File: src/rtl/pipe_stage_skid.sv
// Purpose : generic pipeline stage register with a two-entry skid buffer (main + skid).
// Latency : 1 cycle from in_fire to out_valid; sustains 1 payload/cycle.
// Backpressure: in_ready comes from registered state only (drops when both entries
//               are full); stall or ~out_ready holds the output stable.
//
// Ports:
//   clk, reset              clock, synchronous active-high reset
//   flush                   drop all buffered entries; payload registers keep contents
//   stall                   downstream hold, blocks output transfer
//   in_valid/in_ready/in_data     upstream handshake and payload
//   out_valid/out_ready/out_data  downstream handshake and payload (main register)
//   occupancy               buffered entries, 0..2
//   stall_cnt, flush_cnt    performance counters, present only with
//                           PIPE_STAGE_SKID_PERF_EN defined (tied to 0 otherwise)
module pipe_stage_skid #(
  parameter int unsigned          PAYLOAD_W = 64,
  parameter logic [PAYLOAD_W-1:0] RESET_VAL = '0,
  parameter int unsigned          CNT_W     = 16
) (
  input  logic                 clk,
  input  logic                 reset,
  input  logic                 flush,
  input  logic                 stall,
  input  logic                 in_valid,
  output logic                 in_ready,
  input  logic [PAYLOAD_W-1:0] in_data,
  output logic                 out_valid,
  input  logic                 out_ready,
  output logic [PAYLOAD_W-1:0] out_data,
  output logic [1:0]           occupancy,
  output logic [CNT_W-1:0]     stall_cnt,
  output logic [CNT_W-1:0]     flush_cnt
);

  typedef enum logic [1:0] {
    S_EMPTY = 2'd0,
    S_ONE   = 2'd1,
    S_FULL  = 2'd2
  } state_t;

  state_t                 r_state;
  state_t                 w_state_nxt;
  logic [PAYLOAD_W-1:0]   r_main;
  logic [PAYLOAD_W-1:0]   r_skid;

  logic                   w_in_fire;
  logic                   w_out_fire;
  logic                   w_main_from_in;
  logic                   w_main_from_skid;
  logic                   w_skid_from_in;

  // Valid bits of the two entries follow directly from the state encoding.
  logic                   w_main_vld;
  logic                   w_skid_vld;

  assign w_main_vld = (r_state != S_EMPTY);
  assign w_skid_vld = (r_state == S_FULL);

  // in_ready deliberately ignores out_ready/stall so it can be a registered path.
  assign in_ready   = ~reset & ~w_skid_vld;
  assign out_valid  = w_main_vld;
  assign out_data   = r_main;
  assign occupancy  = {w_skid_vld, w_main_vld & ~w_skid_vld};

  assign w_in_fire  = in_valid & in_ready;
  assign w_out_fire = out_valid & out_ready & ~stall;

  always_ff @(posedge clk) begin
    if (reset) begin
      r_state <= S_EMPTY;
      r_main  <= RESET_VAL;
      r_skid  <= RESET_VAL;
    end else begin
      r_state <= w_state_nxt;
      if (w_main_from_in) begin
        r_main <= in_data;
      end else if (w_main_from_skid) begin
        r_main <= r_skid;
      end
      if (w_skid_from_in) begin
        r_skid <= in_data;
      end
    end
  end

  always_comb begin
    w_state_nxt      = r_state;
    w_main_from_in   = 1'b0;
    w_main_from_skid = 1'b0;
    w_skid_from_in   = 1'b0;
    if (flush) begin
      // Any payload accepted this cycle is consumed and discarded; data regs untouched.
      w_state_nxt = S_EMPTY;
    end else begin
      case (r_state)
        S_EMPTY: begin
          if (w_in_fire) begin
            w_state_nxt    = S_ONE;
            w_main_from_in = 1'b1;
          end
        end
        S_ONE: begin
          if (w_in_fire && w_out_fire) begin
            w_main_from_in = 1'b1;
          end else if (w_in_fire) begin
            w_state_nxt    = S_FULL;
            w_skid_from_in = 1'b1;
          end else if (w_out_fire) begin
            w_state_nxt    = S_EMPTY;
          end
        end
        S_FULL: begin
          if (w_out_fire) begin
            w_state_nxt      = S_ONE;
            w_main_from_skid = 1'b1;
          end
        end
        default: begin
          w_state_nxt = S_EMPTY;
        end
      endcase
    end
  end

`ifdef PIPE_STAGE_SKID_PERF_EN
  logic [CNT_W-1:0] r_stall_cnt;
  logic [CNT_W-1:0] r_flush_cnt;
  logic             w_stall_inc;
  logic             w_flush_inc;

  assign w_stall_inc = out_valid & (~out_ready | stall) & ~flush;
  assign w_flush_inc = flush & w_main_vld;

  // Saturating counters, cleared only by reset.
  always_ff @(posedge clk) begin
    if (reset) begin
      r_stall_cnt <= '0;
      r_flush_cnt <= '0;
    end else begin
      if (w_stall_inc && (r_stall_cnt != {CNT_W{1'b1}})) begin
        r_stall_cnt <= r_stall_cnt + 1'b1;
      end
      if (w_flush_inc && (r_flush_cnt != {CNT_W{1'b1}})) begin
        r_flush_cnt <= r_flush_cnt + 1'b1;
      end
    end
  end

  assign stall_cnt = r_stall_cnt;
  assign flush_cnt = r_flush_cnt;
`else
  assign stall_cnt = {CNT_W{1'b0}};
  assign flush_cnt = {CNT_W{1'b0}};
`endif

endmodule
File: config.mk
export PLATFORM = sky130hd
export DESIGN_NAME = pipe_stage_skid
export DESIGN_NICKNAME = d
export VERILOG_FILES = /design/src/rtl/pipe_stage_skid.sv
export SDC_FILE = /design/constraint.sdc
export NUM_CORES = 1
export LEC_CHECK = 0
export ABC_AREA = 1
export BUFFER_PORTS_ARGS = -buffer_cell sky130_fd_sc_hd__buf_4
export CELL_PAD_IN_SITES_DETAIL_PLACEMENT = 0
export CELL_PAD_IN_SITES_GLOBAL_PLACEMENT = 1
export CORE_MARGIN = 4
export CORE_UTILIZATION = 38
export DETAILED_ROUTE_END_ITERATION = 10
export PLACE_DENSITY_LB_ADDON = 0.08
export SLEW_MARGIN = 20
export SYNTH_ARGS = -nofsm -noshare
export SYNTH_HDL_FRONTEND = slang
export SYNTH_SLANG_ARGS = --single-unit
File: constraint.sdc
create_clock -name clk -period 1.57 [get_ports clk]
set_input_delay 0.314 -clock clk [delete_from_list [all_inputs] [get_ports clk]]
set_output_delay 0.314 -clock clk [all_outputs]
set_load 0.005 [all_outputs]
# Word level (Yosys, flattened, before mapping)
# Cells that the tools add are included.
[word_totals]
regBits = 130
out_inout_bits = 100
[classes]
n_eq_ne = 6
mux = 18
bitwise_logic = 8
reduce_logical = 6
[op_table]
columns = ["cell", "n"]
rows = [
  ["64-bit two-way mux", 2],
  ["2-bit two-way mux", 5],
  ["1-bit two-way mux", 9],
  ["2-bit inequality test, second input constant", 3],
  ["2-bit one-hot mux with 3 select lines", 1],
  ["1-bit AND", 5],
  ["4-bit AND reduction", 1],
  ["2-bit nonzero test", 2],
  ["3-bit inequality test, second input constant", 1],
  ["1-bit NOT", 3],
  ["2-bit by 1-bit equality test with 1-bit output, second input constant", 1],
  ["2-bit equality test, second input constant", 1],
  ["2-bit logical NOT", 1],
  ["1-bit one-hot mux with 2 select lines", 1],
  ["2-bit OR reduction", 1],
  ["1-bit logical AND", 1],
]

# Depth between registers and ports, before layout
[logic_depth]
depth_word = 9
ltp_mapped = 10
depth_no_buf = 8

# Worst setup path before layout
# Ideal clock, no wire load.
[synth_timing]
kind = "in2reg"
startpoint = "input port stall"
endpoint = "register r_main[25] (netlist: out_data[25])"
arrival_ns = 1.254
required_time_ns = 1.428
slack_ns = 0.175
stages = 10
n_path_buf = 2
cell_sequence = "inv_2 nand2_2 nand2_2 nand2_2 buf_6 nor2_4 buf_4 nand2_1 nand2_1 a21oi_2"
[synth_between]
elab_chain_cells = 7
elab_cells_between_ends = 11
[synth_rtl]
columns = ["element", "line", "rtl"]
rows = [
  ["start: declaration", "23", "input logic stall,"],
  ["1-bit NOT *", "66", "assign w_out_fire = out_valid & out_ready & ~stall;"],
  ["1-bit AND *", "66", ""],
  ["1-bit logical AND", "103", "if (w_in_fire && w_out_fire) begin"],
  ["1-bit two-way mux", "103", ""],
  ["1-bit one-hot mux with 2 select lines", "95", "case (r_state)"],
  ["1-bit two-way mux", "91", "if (flush) begin"],
  ["64-bit two-way mux / 2-bit nonzero test (equally long branches)", "n/a", ""],
  ["end signal: assignment", "76", "r_main <= in_data;"],
  ["end signal: assignment", "78", "r_main <= r_skid;"],
  ["end: declaration", "43", "logic [PAYLOAD_W-1:0] r_main;"],
]
# Every way passes the cells marked *; elsewhere a longest branch is shown, timed or not.
# A chain may end at the register's enable or synchronous reset.

# Final worst setup path
[layout_timing]
startpoint = "register r_state[0]"
endpoint = "output port in_ready"
[layout_between]
elab_chain_cells = 3
[layout_rtl]
columns = ["element", "line", "rtl"]
rows = [
  ["start: declaration", "41", "state_t r_state;"],
  ["start signal: assignment", "74", "r_state <= w_state_nxt;"],
  ["2-bit equality test", "57", "assign w_skid_vld = (r_state == S_FULL);"],
  ["1-bit NOT", "60", "assign in_ready = ~reset & ~w_skid_vld;"],
  ["1-bit AND", "60", ""],
  ["end: declaration", "25", "output logic in_ready,"],
]
# No other way between the ends.

==> summary.txt <==
Placed design
  • DP HPWL: 12,140 microns
  • Dpl cell area: 7572 sq um
  • Port bufs: around 140
  • Post-Place Setup Slack: -0.05640 ns
  • Placer Congestion: 0.7244

Synth
  • Number of synthesized register bits: 130
  • Ys async rst share: 0
  • Share of the synthesized area in the top cell type: 0.3957
  • Sequential-to-total area share from yosys stat: 0.3957
  • Top FF cell, synth: dfxtp_1
  • Most instantiated cells after synthesis: nor2_1, nand2_1, dfxtp_1
  • Top cells by area, synth: dfxtp_1, nand3_1, nor2_1
  • Mapped Area: 6578 sq um
  • Synth warnings: 0
  • Synth cell types: 24
  • Number of flops mapped to enable cells by yosys: 0
  • Gate Count Post-Synth: 910
  • Post-synth top area cell: dfxtp_1
  • Syn avg cell area: ~7.2 sq um
  • Most frequent cell after synthesis: nor2_1

Timing
  • Final worst slack: 0.08695 ns
  • Total negative slack: 0 ns
  • Clock Skew: 0.006249 ns
  • Fmax: around 670 MHz
  • Unrepaired setup endpoints after global routing: true
  • Tcrit/Tclk final: 0.9446
  • Min cycle time layout: 1.483 ns
  • Final hold vios: 0
  • Setup violators final: 0
  • Slew Limit Fails: 0
  • Hold Slack: 0.1560 ns

Drt
  • DR pass1 iterations: 5
  • Wire per inst: between 15 and 20 microns
  • Post-DRT Antenna Nets: 0
  • Vias per std cell: 4.863
  • DRC marker count from the first detailed-route iteration: about 380
  • Final WL: ~19,000 microns
  • Routed via count: 6,103
  • Residual DRC: 0

CTS
  • CTS H-tree lvls: 4
  • Root Buffer: clkbuf_16
  • Clock latency on the worst-skew pair: 0.42 ns
  • Clock transition at path regs: 0.06 ns
  • Hold-fix buffers, CTS: 0
  • Max clock buf depth: 2
  • CTS tree: built
  • Clock Sinks: 130
  • TritonCTS buffer count: 17

Floorplan
  • Total Die Area: 19,480 sq um
  • Starting Density: 0.3925
  • Site Rows: 47
  • Die X: roughly 140 microns
  • Die height: 139.6 microns
  • Core area: 16,760 sq um
  • Io pins: 170

Run
  • Max-cap violations: 0

Pwr
  • Leakage Power: between 3 and 4 nW
  • PD cells: 1066 nW/um^2
  • Worst vdd ir: 0.7715 mV
  • Power, Total: between 0.008 and 0.009 W

Global route
  • Number of global-route vias before repair: 5,942
  • Initial antenna violation count: 0
  • GRT Resource Usage Total: 0.1999
  • Maximum number of pins on one net before global-route repair: 66
  • Total gr overflow: 0
  • First-pass GRT wire length: 31,740 microns

Worst setup path
  • Worst path required time: 1.26 ns
  • Crit path from: r_state[0]
  • Crit path DAT: 1.17 ns
  • R2r startpoint: r_state[0]
  • Startpoint types: register
  • Critical Path End Type: output pin
  • CP Max Fanout: 5
  • CP Class: register to output pin

Finish
  • Layout cells sized above 1: 0.2647
  • Fillcell total: 1,781
  • Nets: roughly 1,100
  • Area grow syn2layout: 25.45%
  • Final instance area: 8252 sq um
  • N_diodes: 0

Worst hold path
  • Hold Path Origin: in_data[31]
  • Min-Delay Path Class: input port to register

Run status
  • Status: complete, no violations
stage by stage:
stage               std cells  utilization
floorplan                 941            -
global placement         1222       0.4518
detailed placement       1222       0.4518
CTS                      1254       0.4911
global route             1255       0.4923
finish                   1255       0.4923
sequential cells by signal, summed over array words and instances (netlist names):
register and flops:
out_data 64, r_skid 64, r_state 2
final timing paths:
| check | endpoint | slack [ns] | cells past startpoint |
|---|---|---|---|
| worst max-delay path | in_ready | 0.09 | 5 |
| worst min-delay path | r_skid[31] | 0.16 | 3 |
| worst max register to register | out_data[47] | 0.11 | 8 |
| worst min register to register | r_skid[37] | 0.48 | 2 |
worst max-delay path, cell delays in order, from the launching register on:
cell and delay, ns:
dfxtp_4 0.36, inv_2 0.04, nand2_4 0.10, inv_2 0.05
nor2_1 0.08, buf_4 0.12
cell usage in the layout, fill, tap and decap left out, types with 3 or more instances in the layout:
master / synthesis / final
inv_2: 4 / 7
inv_1: 70 / 67
bufinv_16: 0 / 5
buf_12: 0 / 9
o21ai_1: 60 / 61
conb_1: 1 / 32
a21oi_1: 10 / 10
nand2_1: 131 / 130
clkinv_2: 0 / 4
buf_4: 38 / 157
clkbuf_8: 0 / 3
nand3_1: 129 / 129
nor2_1: 132 / 131
nand2_2: 4 / 5
dfxtp_1: 130 / 128
a21oi_2: 54 / 54
o21ai_0: 68 / 67
clkbuf_16: 0 / 17
buf_6: 28 / 3
report_power, final:
| part | internal [W] | switching [W] | total [W] | leakage, nW |
|---|---|---|---|---|
| Clock | 0.00294 | 0.00146 | 0.00440 | 0.324 |
| Combinational | 0.000414 | 0.000524 | 0.000937 | 2.03 |
| Sequential | 0.00340 | 0.0000598 | 0.00346 | 1.06 |
| Total | 0.00675 | 0.00205 | 0.00880 | 3.41 |
per-layer routing:
layer | GRT usage | wire length (microns)
met5 | 0 | 0
met4 | 0.05609 | 199
met3 | 0.04357 | 1130
met2 | 0.3272 | 9042
met1 | 0.2671 | 9057
layout make-up:
type | instances | area [sq um] | share of cell area
Multi-Input combinational cell | 630 | 3045 | 0.3691
Sequential cell | 130 | 2608 | 0.3160
Timing Repair Buffer | 169 | 1393 | 0.1688
Clock buffer | 22 | 474.2 | 0.05747
Inverter | 74 | 277.8 | 0.03366
Tap cell | 220 | 275.3 | 0.03336
Clock inverter | 10 | 178.9 | 0.02168
logic make-up after synthesis:
group / synth area share
buffers and inverters: 0.1598
other: 0.0005701
flip-flops: 0.3957
AO/OA/AOI/OAI: 0.1790
AND/OR/NAND/NOR: 0.2650
timing repair:
action | CTS | global route
setup endpoints to repair | 5 | 36
resized for setup | 3 | 6
pin swaps | 0 | 1
buffers inserted | 0 | 1
Note: power is estimated with default switching activity, not from simulation.
